===== src/rtl/truth_table_scanner.sv =====
// truth_table_scanner: walks a 4-input combinational block through all 16
// input combinations, captures its output into a truth table and compares the
// result against an expected constant.
module truth_table_scanner #(
  parameter int unsigned SETTLE   = 1,
  parameter logic [15:0] EXPECTED = 16'hE8C8
) (
  input  logic        clk,
  input  logic        rst_n,
  input  logic        start,
  input  logic        f_in,
  output logic        a,
  output logic        b,
  output logic        c,
  output logic        d,
  output logic        busy,
  output logic        done,
  output logic [15:0] table_out,
  output logic        match,
  output logic [4:0]  mismatch_cnt,
  output logic        fail_valid,
  output logic [3:0]  first_fail_idx
);

  typedef enum logic [1:0] {
    S_IDLE,
    S_SETTLE,
    S_SAMPLE,
    S_DONE
  } state_t;

  // Last value of the wait counter before sampling; the counter starts at 0.
  localparam logic [3:0] SETTLE_LAST = 4'(SETTLE - 1);

  state_t     state;
  state_t     state_nxt;
  logic [3:0] idx;
  logic [3:0] wait_cnt;
  logic       settle_end;
  logic       sample_miss;
  logic       start_acc;

  assign settle_end  = (wait_cnt == SETTLE_LAST);
  assign sample_miss = (f_in != EXPECTED[idx]);
  assign start_acc   = (state == S_IDLE) && start;

  // idx is cleared whenever the FSM is not scanning, so it doubles as the
  // registered stimulus and reads 0000 in IDLE and DONE.
  assign {a, b, c, d} = idx;

  // State register.
  always_ff @(posedge clk or negedge rst_n) begin
    if (!rst_n) begin
      state <= S_IDLE;
    end else begin
      state <= state_nxt;
    end
  end

  // Next-state logic and Moore outputs busy/done.
  always_comb begin
    state_nxt = state;
    busy      = 1'b0;
    done      = 1'b0;
    case (state)
      S_IDLE: begin
        if (start) state_nxt = S_SETTLE;
      end
      S_SETTLE: begin
        busy = 1'b1;
        if (settle_end) state_nxt = S_SAMPLE;
      end
      S_SAMPLE: begin
        busy = 1'b1;
        if (idx == 4'd15) state_nxt = S_DONE;
        else              state_nxt = S_SETTLE;
      end
      S_DONE: begin
        done      = 1'b1;
        state_nxt = S_IDLE;
      end
      default: state_nxt = S_IDLE;
    endcase
  end

  // Scan datapath: index/wait counters, capture and mismatch bookkeeping.
  always_ff @(posedge clk or negedge rst_n) begin
    if (!rst_n) begin
      idx            <= 4'd0;
      wait_cnt       <= 4'd0;
      table_out      <= 16'h0000;
      match          <= 1'b0;
      mismatch_cnt   <= 5'd0;
      fail_valid     <= 1'b0;
      first_fail_idx <= 4'd0;
    end else begin
      case (state)
        S_IDLE: begin
          if (start_acc) begin
            idx            <= 4'd0;
            wait_cnt       <= 4'd0;
            table_out      <= 16'h0000;
            match          <= 1'b0;
            mismatch_cnt   <= 5'd0;
            fail_valid     <= 1'b0;
            first_fail_idx <= 4'd0;
          end
        end
        S_SETTLE: begin
          wait_cnt <= settle_end ? 4'd0 : wait_cnt + 4'd1;
        end
        S_SAMPLE: begin
          table_out[idx] <= f_in;
          wait_cnt       <= 4'd0;
          if (sample_miss) begin
            mismatch_cnt <= mismatch_cnt + 5'd1;
            if (!fail_valid) begin
              fail_valid     <= 1'b1;
              first_fail_idx <= idx;
            end
          end
          // Final index returns the stimulus to 0000 for DONE.
          idx <= (idx == 4'd15) ? 4'd0 : idx + 4'd1;
        end
        S_DONE: begin
          match <= (table_out == EXPECTED);
        end
        default: ;
      endcase
    end
  end

endmodule


===== config.mk =====
export PLATFORM = sky130hd
export DESIGN_NAME = truth_table_scanner
export DESIGN_NICKNAME = d
export VERILOG_FILES = /design/src/rtl/truth_table_scanner.sv
export SDC_FILE = /design/constraint.sdc
export NUM_CORES = 1
export LEC_CHECK = 0
export CORE_ASPECT_RATIO = 0.5
export CORE_MARGIN = 4
export CORE_UTILIZATION = 40
export CTS_CLUSTER_DIAMETER = 50
export DETAILED_ROUTE_END_ITERATION = 8
export PLACE_DENSITY_LB_ADDON = 0.05
export SETUP_SLACK_MARGIN = 0.1
export SLEW_MARGIN = 30
export SYNTH_ARGS = -nofsm -noshare
export SYNTH_HDL_FRONTEND = slang
export SYNTH_SLANG_ARGS = --single-unit

===== constraint.sdc =====
create_clock -name clk -period 2.2 [get_ports clk]
set_input_delay 0.22 -clock clk [delete_from_list [all_inputs] [get_ports clk]]
set_output_delay 0.22 -clock clk [all_outputs]
set_load 0.01 [all_outputs]

==> flow_summary.ini, run 1 <==
[layout]
mostFrequentLayoutCells = 37 x o21ai_0, 35 x dfrtp_1, 35 x clkdlybuf4s50_1
final_common_cell = o21ai_0
synthToLayoutAreaGrowth_pct = 29.92
n_fill_cell = 501
final_nets = 292
drive_above_1_share = 0.1655
diodes = 0
instances_no_fill = 348

[yosys]
synth.cell_area_mm2 = 0.002141
syn_avg_cell_area_um2 = 9.389
synthCells = 228
synth-main-ff-cell = dfrtp_1
ys_ff_latch = 37
yosys_warnings = 0
synth_edf_count = 0
synth_cell_types = 43
synthArstFlopShare = 1.000
seq_area_frac_synth = 0.4325
syn_nets = 243

[worst_setup_path]
cp_slowest_cell = or3_4
critPathMaxStageDelay_ps = 420
r2r_start = state[0]$_DFFE_PN0P_
r2r-end = first_fail_idx[1]$_DFFE_PN0P_
critical_path_class = flip-flop to flip-flop
cp-start-kind = flip-flop
worst-endpoint-arrival_ps = 2170
crit_path_end_kind = flip-flop
rr_worst_depth = 7
cp_common_cell = and3_1
rrSetupSlack_ps = 230
path_max_fanout = 6
required_ps = 2400
crit_chain = inv_2, ha_2, and3_1, and3_1, or3_4, buf_4, o311ai_2

[clocking]
clock_sinks = 37
cts.clk_slew.worst_paths_ps = 80
cts_buffers = 5
clock_latency_ps = 300
cts_max_path_buffers = 2
cts-root-buf = clkbuf_8
htreeDepth = 2
cts_tree = done

[power]
pwr_density_cell_mw_per_mm2 = 1156
leakage_nw = 1.190
peakVddDrop_mv = 0.5151

[grt]
grt_usage = 0.1804
grt_first_pass_wirelength_um = 9397
grt_max_degree = 38
grt-ovfl-total = 0
grt_pass1_vias = 1827
antenna_found_initial = 0

[timing]
min_period_ps = 1973
skew_ps = 8.505
setup_viol = 0
drv_slew = 0
finalCritPeriodShare = 0.8968
fin_tns_setup_ps = 0
max_freq_mhz = 506.9
tightest_slew_ps = 789.4
max_slew_margin = 0.4692
rsz0062_at_grt = false
hold_violations = 0

[place]
finalWeightedCongestion = 0.8137
hpwl_um = 3839
place_inst = 333
io_buffer_count = 36

[routing]
ant_nets = 0
drc_errors = 0
drt_first_pass_iters = 4
dr_total_vias = 1899
drt-wirelength-per-cell_um = 15.95
via_per_inst = 5.457
routed_wl_um = 5552
initialDrtViolationCount = 135

[min_path]
hp-class = input pin to asynchronous set/reset pin

[flow_run]
max_cap_viol_count = 0

[floorplanning]
die_area_mm2 = 0.006658
fp.dieW_um = 111.5
core_area_mm2 = 0.005045
die_height_um = 59.73
start_util = 0.4244
rows = 18
io_pins = 37

[status]
outcome = finished, final reports clean
## synth_stat cells (all sizes together), types with 2 or more instances
| cell type | instances | area share |
|---|---|---|
| nor2b | 4 | 0.012 |
| o311ai | 6 | 0.046 |
| o31ai | 9 | 0.032 |
| buf | 5 | 0.016 |
| nand3 | 16 | 0.037 |
| and3 | 4 | 0.012 |
| a31oi | 3 | 0.0088 |
| dfrtp | 37 | 0.43 |
| inv | 11 | 0.019 |
| nand3b | 2 | 0.0070 |
| nor4b | 2 | 0.0082 |
| clkbuf | 10 | 0.018 |
| ha | 11 | 0.064 |
| a21oi | 14 | 0.033 |
| mux2i | 4 | 0.019 |
| nand2b | 7 | 0.020 |
| nand2 | 21 | 0.037 |
| mux2 | 2 | 0.014 |
| or2 | 2 | 0.0058 |
| nor2 | 3 | 0.0053 |
| o21ai | 38 | 0.089 |
## worst max-delay path, delay by kind of cell (launching register included)
family,cells,cell delay (ps)
compound gates,1,260
fa+ha+maj,1,220
flops,1,410
buf+inv,2,240
simple gates,3,750
## through the flow
step	cell area, um2	worst slack [ps]	hold slack [ps]	util	total power, mW
floorplan	2175	108.1	-75.59	-	1.997
detailed placement	2626	28.49	394.4	0.5206	2.629
CTS	2729	155.6	62.02	0.5409	3.179
finish	2781	227.0	416.9	0.5513	3.214
global route	2781	100.3	471.3	0.5513	3.451
global placement	2626	95.08	383.9	0.5206	2.604
## cells by family (layout without fill, tap and decap cells)
kind of cell / count (synthesis) / after routing / synth area share
AOI/OAI and AO/OA: 79 / 79 / 0.2443
and+or+nand+nor: 68 / 68 / 0.1683
DFF: 37 / 37 / 0.4325
buffers and inverters: 26 / 76 / 0.05376
adders and majority gates: 11 / 11 / 0.06429
muxes: 6 / 6 / 0.03273
xor gates and xnor gates: 1 / 1 / 0.004092
## worst max-delay path by stage
stage / to / startpoint / slack [ps]
2_1_floorplan: fail_valid$_DFFE_PN0P_ / state[0]$_DFFE_PN0P_ / 110
3_3_place_gp: mismatch_cnt[4]$_DFFE_PN0P_ / f_in / 100
3_5_place_dp: mismatch_cnt[4]$_DFFE_PN0P_ / f_in / 30
4_1_cts: mismatch_cnt[4]$_DFFE_PN0P_ / state[0]$_DFFE_PN0P_ / 160
5_1_grt: mismatch_cnt[4]$_DFFE_PN0P_ / idx[0]$_DFFE_PN0P_ / 100
6_report: first_fail_idx[1]$_DFFE_PN0P_ / state[0]$_DFFE_PN0P_ / 230
## state kept, by name, indices dropped and copies added, names as in the netlist
signal	cells
fail_valid	1
first_fail_idx	4
idx	4
match	1
mismatch_cnt	5
state	2
table_out	16
wait_cnt	4
## per-layer routing
layer | GRT usage | part of all wire
met1 | 0.2569 | 0.52
met2 | 0.2691 | 0.42
met3 | 0.04651 | 0.050
met4 | 0.06239 | 0.013
met5 | 0 | 0
## layout make-up
| class | instances | area, um2 | area share |
|---|---|---|---|
| Timing Repair Buffer | 57 | 518.0 | 0.1862 |
| Sequential cell | 37 | 928.4 | 0.3338 |
| Tap cell | 70 | 87.58 | 0.03149 |
| Multi-Input combinational cell | 165 | 1116 | 0.4013 |
| Clock buffer | 8 | 90.09 | 0.03239 |
| Inverter | 11 | 41.29 | 0.01484 |
## timing repair
item,CTS,global route
hold endpoints to repair,0,37
resized for setup,1,1
hold buffers,0,1
endpoints found under the setup margin,2,5
buffers inserted,1,5
## power breakdown
group / switching, mW / internal, mW
Clock: 0.254 / 0.256
Combinational: 0.859 / 0.815
Sequential: 0.187 / 0.843
Total: 1.30 / 1.91
Note: power is estimated with default switching activity, not from simulation.
==> run 2, diff against run 1 <==
--- a/config.mk
+++ b/config.mk
@@ -10,7 +10,8 @@
 export CORE_UTILIZATION = 40
 export CTS_CLUSTER_DIAMETER = 50
 export DETAILED_ROUTE_END_ITERATION = 8
-export PLACE_DENSITY_LB_ADDON = 0.05
+export MAX_ROUTING_LAYER = met4
+export PLACE_DENSITY = 0.66
 export SETUP_SLACK_MARGIN = 0.1
 export SLEW_MARGIN = 30
 export SYNTH_ARGS = -nofsm -noshare
==> run 2 against run 1 <==
Final area up 0.27%. Register-to-register slack worse by 20 ps. Sequential share of layout area down 0.090 points. Flip-flop and latch count unchanged. Global-route usage down 0.75 points. Combinational power down 3%. Clock power up 22%. Total power up 2.0%. Routed wire length down 6.0%. Non-clock buffer count down 3. Utilization up 0.15 points. Die area unchanged. Critical path type unchanged. Critical endpoint is now first_fail_idx[3]$_DFFE_PN0P_.
==> flow_summary.ini, run 2 (synthesis results as in run 1) <==
[worst_setup_path]
crit_path_end_kind = flip-flop
r2r-end = first_fail_idx[3]$_DFFE_PN0P_
critPathMaxStageDelay_ps = 460
rr_worst_depth = 7
critPathBufInv = 2
critical_path_class = flip-flop to flip-flop
r2r_start = idx[1]$_DFFE_PN0P_
cp-start-kind = flip-flop
crit_chain = inv_1, ha_1, nand2_1, and3_1, or3_4, buf_4, o311ai_2
cp_slowest_cell = dfrtp_2
worst-endpoint-arrival_ps = 2180
path_max_fanout = 7
required_ps = 2380
cp_top_family = simple AND/OR/NAND/NOR gates
rrSetupSlack_ps = 200

[routing]
dr_total_vias = 1889
via_per_inst = 5.475
drt-wirelength-per-cell_um = 15.12
drt_first_pass_iters = 4
initialDrtViolationCount = 114
ant_nets = 0
drc_errors = 0
routed_wl_um = 5217

[power]
switching_share = 0.3902
switchingPower_mw = 1.280
peakVddDrop_mv = 0.4409
pwr_density_cell_mw_per_mm2 = 1176
power.clock.fraction = 0.189
power_frac_comb = 0.494
seqPwrFrac = 0.316
p_int_mw = 2.000
leakage_nw = 1.187
total_power_mw = 3.280

[floorplanning]
rows = 18
fp.dieW_um = 111.5
core_area_mm2 = 0.005045
start_util = 0.4244
io_pins = 37
die_area_mm2 = 0.006658
die_height_um = 59.73

[place]
place_inst = 334
hpwl_um = 3679
io_buffer_count = 36
finalWeightedCongestion = 0.8074

[timing]
drv_slew = 0
fin_tns_setup_ps = 0
max_slew_margin = 0.4753
rsz0062_at_grt = false
finalCritPeriodShare = 0.9079
hold_violations = 0
max_freq_mhz = 500.7
skew_ps = 11.01
setup_viol = 0
tightest_slew_ps = 780.4
min_period_ps = 1997

[clocking]
htreeDepth = 2
hold_buffers = 0
clock_latency_ps = 290
cts_tree = done
clock_sinks = 37
cts.clk_slew.worst_paths_ps = 80
cts_max_path_buffers = 2
cts_buffers = 5
cts-root-buf = clkbuf_8

[layout]
n_fill_cell = 446
final_nets = 289
final_common_cell = o21ai_0
drive_above_1_share = 0.1636
mostFrequentLayoutCells = 37 x o21ai_0, 36 x clkdlybuf4s50_1, 35 x dfrtp_1
instances_no_fill = 345
top_regs = table_out (16), mismatch_cnt (5)
synthToLayoutAreaGrowth_pct = 30.27
largest_register_ffs = 16
diodes = 0
top_register = table_out

[grt]
grt_first_pass_wirelength_um = 9108
grt_usage = 0.1730
grt-ovfl-total = 0
antenna_found_initial = 0
grt_pass1_vias = 1927
grt_max_degree = 38

[flow_run]
max_cap_viol_count = 0

[min_path]
hp-class = input pin to asynchronous set/reset pin

[status]
outcome = finished, final reports clean
-- run 2: through the flow --
step | utilization | hold WS (ps) | area (um2) | worst slack [ps]
2_1_floorplan | - | -75.59 | 2175 | 108.1
3_3_place_gp | 0.5231 | 470.6 | 2639 | 108.2
3_5_place_dp | 0.5231 | 493.2 | 2639 | 67.25
4_1_cts | 0.5469 | 370.2 | 2759 | 108.2
5_1_grt | 0.5528 | 385.2 | 2789 | 106.2
6_report | 0.5528 | 343.6 | 2789 | 202.6
-- run 2: worst max-delay path by stage --
stage,cells after the start,startpoint,slack (ps),endpoint
floorplan,9,state[0]$_DFFE_PN0P_,110,fail_valid$_DFFE_PN0P_
global placement,6,f_in,110,mismatch_cnt[4]$_DFFE_PN0P_
detailed placement,6,f_in,70,first_fail_idx[3]$_DFFE_PN0P_
CTS,7,state[0]$_DFFE_PN0P_,110,first_fail_idx[3]$_DFFE_PN0P_
global route,7,idx[1]$_DFFE_PN0P_,110,first_fail_idx[1]$_DFFE_PN0P_
finish,7,idx[1]$_DFFE_PN0P_,200,first_fail_idx[3]$_DFFE_PN0P_
-- run 2: layout make-up --
type                       count  area (um2)  area share
multi-input combinational    165        1116      0.4002
tap                           70       87.58     0.03140
sequential                    37       928.4      0.3329
timing repair buffer          54       495.5      0.1777
inverter                      11       41.29     0.01480
clock inverter                 2       37.54     0.01346
clock buffer                   6       82.58     0.02961
-- run 2: repair_timing --
item / CTS / global route
endpoints found under the setup margin: 0 / 7
endpoints found under the hold margin: 0 / 0
gates resized for setup: 0 / 2
buffers inserted: 0 / 3
-- run 2: power groups by stage --
stage | clock network [mW] | logic [mW] | registers, mW
2_1_floorplan | 0 | 0.931 | 1.07
3_3_place_gp | 0 | 1.54 | 1.05
3_5_place_dp | 0 | 1.56 | 1.06
4_1_cts | 0.636 | 1.57 | 1.04
5_1_grt | 0.675 | 1.79 | 1.07
6_report | 0.622 | 1.62 | 1.04
-- run 2: layer usage --
layer	GRT usage	wire, um	share of wire	vias up
met1	0.2310	2623	0.50	913
li1	-	-	-	918
met5	-	0	0	-
met4	0.04853	53	0.010	0
met2	0.2716	2287	0.44	54
met3	0.03640	253	0.048	4
==> run 3, diff against run 2 <==
--- a/config.mk
+++ b/config.mk
@@ -9,9 +9,9 @@
 export CORE_MARGIN = 4
 export CORE_UTILIZATION = 40
 export CTS_CLUSTER_DIAMETER = 50
+export CTS_CLUSTER_SIZE = 30
 export DETAILED_ROUTE_END_ITERATION = 8
 export MAX_ROUTING_LAYER = met4
-export PLACE_DENSITY = 0.66
 export SETUP_SLACK_MARGIN = 0.1
 export SLEW_MARGIN = 30
 export SYNTH_ARGS = -nofsm -noshare
==> constraint.sdc (replaced) <==
create_clock -name clk -period 2.4 [get_ports clk]
set_input_delay 0.24 -clock clk [delete_from_list [all_inputs] [get_ports clk]]
set_output_delay 0.24 -clock clk [all_outputs]
set_load 0.01 [all_outputs]
==> run 3 against run 2 <==
Combinational power decreased by 10%. Critical path depth decreased by 1. Count of clock-buffer cells in the layout unchanged. Die area unchanged. Register-to-register slack improved by 50 ps. Utilization decreased by 2.0 points. Sequential share of layout area increased by 1.2 points. Worst setup slack improved by 52 ps. Critical path type unchanged. Highest routed layer unchanged.
==> flow_summary.ini, run 3 (synthesis results as in run 1) <==
[timing]
min_period_ps = 2145
max_freq_mhz = 466.2
max_slew_margin = 0.4389
setup_viol = 0
hold_violations = 0
finalCritPeriodShare = 0.8938
skew_ps = 6.746
fin_tns_setup_ps = 0
tightest_slew_ps = 841.7
rsz0062_at_grt = false
drv_slew = 0

[power]
leakage_nw = 1.155
total_power_mw = 2.826
peakVddDrop_mv = 0.4308
pwr_density_cell_mw_per_mm2 = 1052

[layout]
n_fill_cell = 470
fin_area_mm2 = 0.002688
diodes = 0
multi_input_area_mm2 = 0.001105
regArea_um2 = 925.9
largest_register_ffs = 16
mostFrequentLayoutCells = 37 x o21ai_0, 37 x dfrtp_1, 35 x clkdlybuf4s50_1
top_register = table_out
final_nets = 283
top_regs = table_out (16), mismatch_cnt (5)
post-route-util = 0.5327
drive_above_1_share = 0.1190
synthToLayoutAreaGrowth_pct = 25.54

[routing]
routed_wl_um = 5604
drt-wirelength-per-cell_um = 16.53
ant_nets = 0
drt_first_pass_iters = 4
initialDrtViolationCount = 93
via_per_inst = 5.578
dr_total_vias = 1891
drc_errors = 0

[worst_setup_path]
critical_path_class = flip-flop to flip-flop
path_max_fanout = 10
worst-endpoint-arrival_ps = 2320
rr_worst_depth = 6
r2r-end = fail_valid$_DFFE_PN0P_
crit_path_end_kind = flip-flop
r2r_start = state[0]$_DFFE_PN0P_
required_ps = 2570
cp-start-kind = flip-flop
rrSetupSlack_ps = 250

[grt]
grt_first_pass_wirelength_um = 9252
grt_use_met3 = 0.04247
grt_usage = 0.1819
met1_usage = 0.2481
grt-ovfl-total = 0
grt_pass1_vias = 1898
grt-busiest-layer = met2
grt_max_degree = 38
antenna_found_initial = 0
use_met2 = 0.2734

[floorplanning]
die_height_um = 59.73
core_area_mm2 = 0.005045
rows = 18
die_area_mm2 = 0.006658
fp.dieW_um = 111.5
start_util = 0.4244
io_pins = 37

[clocking]
cts.clk_slew.worst_paths_ps = 70
cts_buffers = 5
clock_latency_ps = 290
cts_tree = done
cts-root-buf = clkbuf_8
htreeDepth = 2
clock_sinks = 37
cts_max_path_buffers = 2
hold_buffers = 0

[place]
finalWeightedCongestion = 0.8607
hpwl_um = 4040
io_buffer_count = 36
place_area_mm2 = 0.002600

[min_path]
hp-class = input pin to asynchronous set/reset pin

[flow_run]
max_cap_viol_count = 0

[status]
outcome = finished, final reports clean
## run 3: changes by cell type in the layout (fill, tap and decap cells not counted), moves of 2 or more
cell	previous run	this run
buf_4	18	12
clkinv_2	0	2
dfrtp_1	35	37
dfrtp_2	2	0
ha_1	8	11
ha_2	3	0
## run 3: worst max-delay path by stage
stage,start,end,slack (ps)
6_report,state[0]$_DFFE_PN0P_,fail_valid$_DFFE_PN0P_,250
5_1_grt,state[0]$_DFFE_PN0P_,fail_valid$_DFFE_PN0P_,170
3_5_place_dp,f_in,fail_valid$_DFFE_PN0P_,80
2_1_floorplan,idx[1]$_DFFE_PN0P_,fail_valid$_DFFE_PN0P_,170
3_3_place_gp,f_in,fail_valid$_DFFE_PN0P_,140
4_1_cts,state[0]$_DFFE_PN0P_,fail_valid$_DFFE_PN0P_,270
## run 3: metal layers
metal	share of wire	vias up
met5	0	-
met4	0.0084	0
met3	0.036	6
met2	0.44	39
met1	0.52	937
li1	-	909
## run 3: what timing repair did
action                     4_1_cts  5_1_grt
resized for setup                1        0
buffers inserted                 0        0
setup endpoints to repair        2        0
## run 3: report_power, final
| group | switching (mW) | internal, mW | total, mW |
|---|---|---|---|
| Clock | 0.231 | 0.202 | 0.433 |
| Combinational | 0.785 | 0.665 | 1.45 |
| Sequential | 0.174 | 0.770 | 0.944 |
| Total | 1.19 | 1.64 | 2.83 |
## run 3: final cells by class
type,count,share of cell area
Multi-Input combinational cell,165,0.4111
Sequential cell,37,0.3445
Timing Repair Buffer,48,0.1657
Tap cell,70,0.03259
Clock buffer,6,0.02700
Inverter,11,0.01536
Clock inverter,2,0.003724
## run 3: worst max-delay path, cell delays in order (launching register included)
cell and delay, ps:
dfrtp_1 410, inv_1 120, ha_1 300, mux2i_1 150, a31o_1 240, or3_4 490
mux2_4 320
## run 3: through the flow
stage          hold WS, ps  std cells  setup WS [ps]
2_1_floorplan       -55.59        228          169.2
3_3_place_gp         407.2        331          140.9
3_5_place_dp         397.3        331          75.97
4_1_cts              87.58        339          269.2
5_1_grt              117.0        339          167.5
6_report             45.30        339          254.9
==> patch, RTL diff (settings of run 2) <==
Encoding of `state_t`: now Gray code (2 bits for 4 states).
--- a/src/rtl/truth_table_scanner.sv
+++ b/src/rtl/truth_table_scanner.sv
@@ -23,10 +23,10 @@
 );
 
   typedef enum logic [1:0] {
-    S_IDLE,
-    S_SETTLE,
-    S_SAMPLE,
-    S_DONE
+    S_IDLE   = 2'b00,
+    S_SETTLE = 2'b01,
+    S_SAMPLE = 2'b11,
+    S_DONE   = 2'b10
   } state_t;
 
   // Last value of the wait counter before sampling; the counter starts at 0.
Formal check against the unedited RTL: no difference found for any inputs over 10 cycles, from zero or initial values and one cycle with rst_n low; not proved beyond that.
==> patch against run 2 <==
Worst setup slack improved by 0.088 ns. Area after synthesis shrank 0.23%. Total power up 5.0%. Clock power fell by 19%. Sequential cell count stayed put. Critical path depth decreased by 4. Wire length up 1.6%. Combinational power up 9%. Cell area decreased by 3.4%. Clock skew shrank 0.0072 ns. Hold slack improved by 0.0056 ns. Non-clock buffer count shrank 8.
==> patch: results (changes against run 2) <==
Logic synthesis
  – Post-synth net total: 239 (-1.6%)
  – Synth top area cells: dfrtp_1 43%, nand2_1 6.7%, mux2i_1 6.6%
  – Yosys cell types: 48 (+12%)
  – Seq/Total Area, Yosys: 43.4% (+0.10 points)
  – Top post-synthesis cells by count: 38 x nand2_1, 37 x dfrtp_1, 14 x mux2i_1
  – Post-synth top flop: dfrtp_1

Placement
  – GPL Wtd Cong: 0.862 (+6.7%)
  – Count of input and output buffers: 36 (unchanged)
  – Post-DP HPWL: 3710 um (+0.92%)
  – Post-Place Cell Area: 2570 sq um (-2.5%)

Setup path
  – R2R Setup Slk: 0.29 ns (+0.09 ns)
  – FF-to-FF End: first_fail_idx[0]
  – Worst Path Max Fanout: 9 (+2)
  – Worst Setup SP: state[1]
  – Critical path arrival: 1.69 ns (-0.49 ns)
  – Reg2Reg Depth: 6 (-1)

Routing
  – Detailed Route Iter0 Violations: 146 (+28%)
  – TritonRoute pass-1 iters: 5 (+1)
  – Aggregate routed wire length: 5300 um (+1.6%)
  – Via density: 5.47 (about the same)

Min path
  – Hold Path Class: input port to async pin

CTS
  – Clk buf depth: 2 (unchanged)
  – Reg clk slew, reported paths: 0.08 ns (about the same)

Final layout
  – Share of cells above drive strength 1: 9.36% (-7.0 points)
  – Inserted Diodes: 0 (unchanged)
  – # nets final: 277 (-4.2%)

GRT
  – Initial antenna violation count: 0 (unchanged)
  – Number of global-route vias before repair: 1742 (-9.6%)
  – GR Util All Layers: 16.9% (-0.44 points)
  – First-pass GRT wire length: 8670 um (-4.9%)

Timing
  – Relative slew slack: 63.8% (+16 points)
  – Layout Skew: 0.00377 ns (-0.00724 ns)
  – Final hold slack: 0.349 ns (+0.00558 ns)

Power and ir drop
  – Lkg Pwr: 1.19 nW (+0.36%)
  – Max VDD drop: 0.533 mV (+21%)

Run status
  – Outcome: finished, final reports clean
## patch: cell count changes after synthesis, moves of 5 or more
| cell | change |
|---|---|
| a21oi_1 | -8 |
| mux2i_1 | +10 |
| nand2_1 | +17 |
| nand3_1 | -7 |
| nand4_1 | +5 |
| o211ai_1 | +5 |
| o21ai_0 | -25 |
| o311ai_2 | -6 |
| o31ai_1 | -8 |
## patch: cells by family (layout without fill, tap and decap cells)
| group | Yosys count | in the layout | synth area share (%) |
|---|---|---|---|
| and+or+nand+nor | 90 | 90 | 23.0 |
| AOI/OAI and AO/OA | 48 | 48 | 14.9 |
| DFF | 37 | 37 | 43.4 |
| buffers and inverters | 27 | 66 | 5.74 |
| muxes | 16 | 16 | 7.62 |
| adders and majority gates | 7 | 7 | 4.10 |
| xor gates and xnor gates | 3 | 3 | 1.23 |
## patch: stage by stage
stage / worst slack [ns] / std cells
after CTS: 0.179 / 336
after floorplan: 0.421 / 228
after global placement: 0.325 / 328
after detailed placement: 0.185 / 328
after global routing: 0.134 / 337
final: 0.291 / 337
## patch: critical path, cell delays in order, from the launching register on
cell and delay (ns):
dfrtp_1 0.48, inv_1 0.14, nor2_1 0.20, clkdlybuf4s50_1 0.58
## patch: area by class of cell
type | count | area, sq um
well taps | 70 | 87.6
clock inverters | 3 | 21.3
multi-input cells | 164 | 1100
inverters | 12 | 45.0
repair buffers | 46 | 448
flip-flops and latches | 37 | 926
clock buffers | 5 | 68.8
fillers | 470 | 2350
## patch: metal layers
layer / vias to the layer above / track usage [%] / share of wire [%]
li1: 888 / - / -
met1: 894 / 24.5 / 52
met2: 63 / 24.1 / 43
met3: 0 / 4.04 / 5.0
met4: 0 / 3.12 / 0
met5: - / - / 0
## patch: how the worst max path moves through the flow
stage / to / depth (start not counted)
CTS: mismatch_cnt[1] / 6
detailed placement: mismatch_cnt[1] / 6
finish: done / 3
global route: first_fail_idx[0] / 6
global placement: mismatch_cnt[1] / 6
floorplan: mismatch_cnt[2] / 6
## patch: power breakdown
group          switching (mW)  total (mW)  internal [mW]
clock network           0.278       0.503          0.225
logic                   0.891        1.76          0.867
registers               0.276        1.18          0.907
## patch: repair_timing
action	in CTS	in global routing
gates resized for setup	0	2
setup endpoints to repair	0	8
buffers inserted	0	1
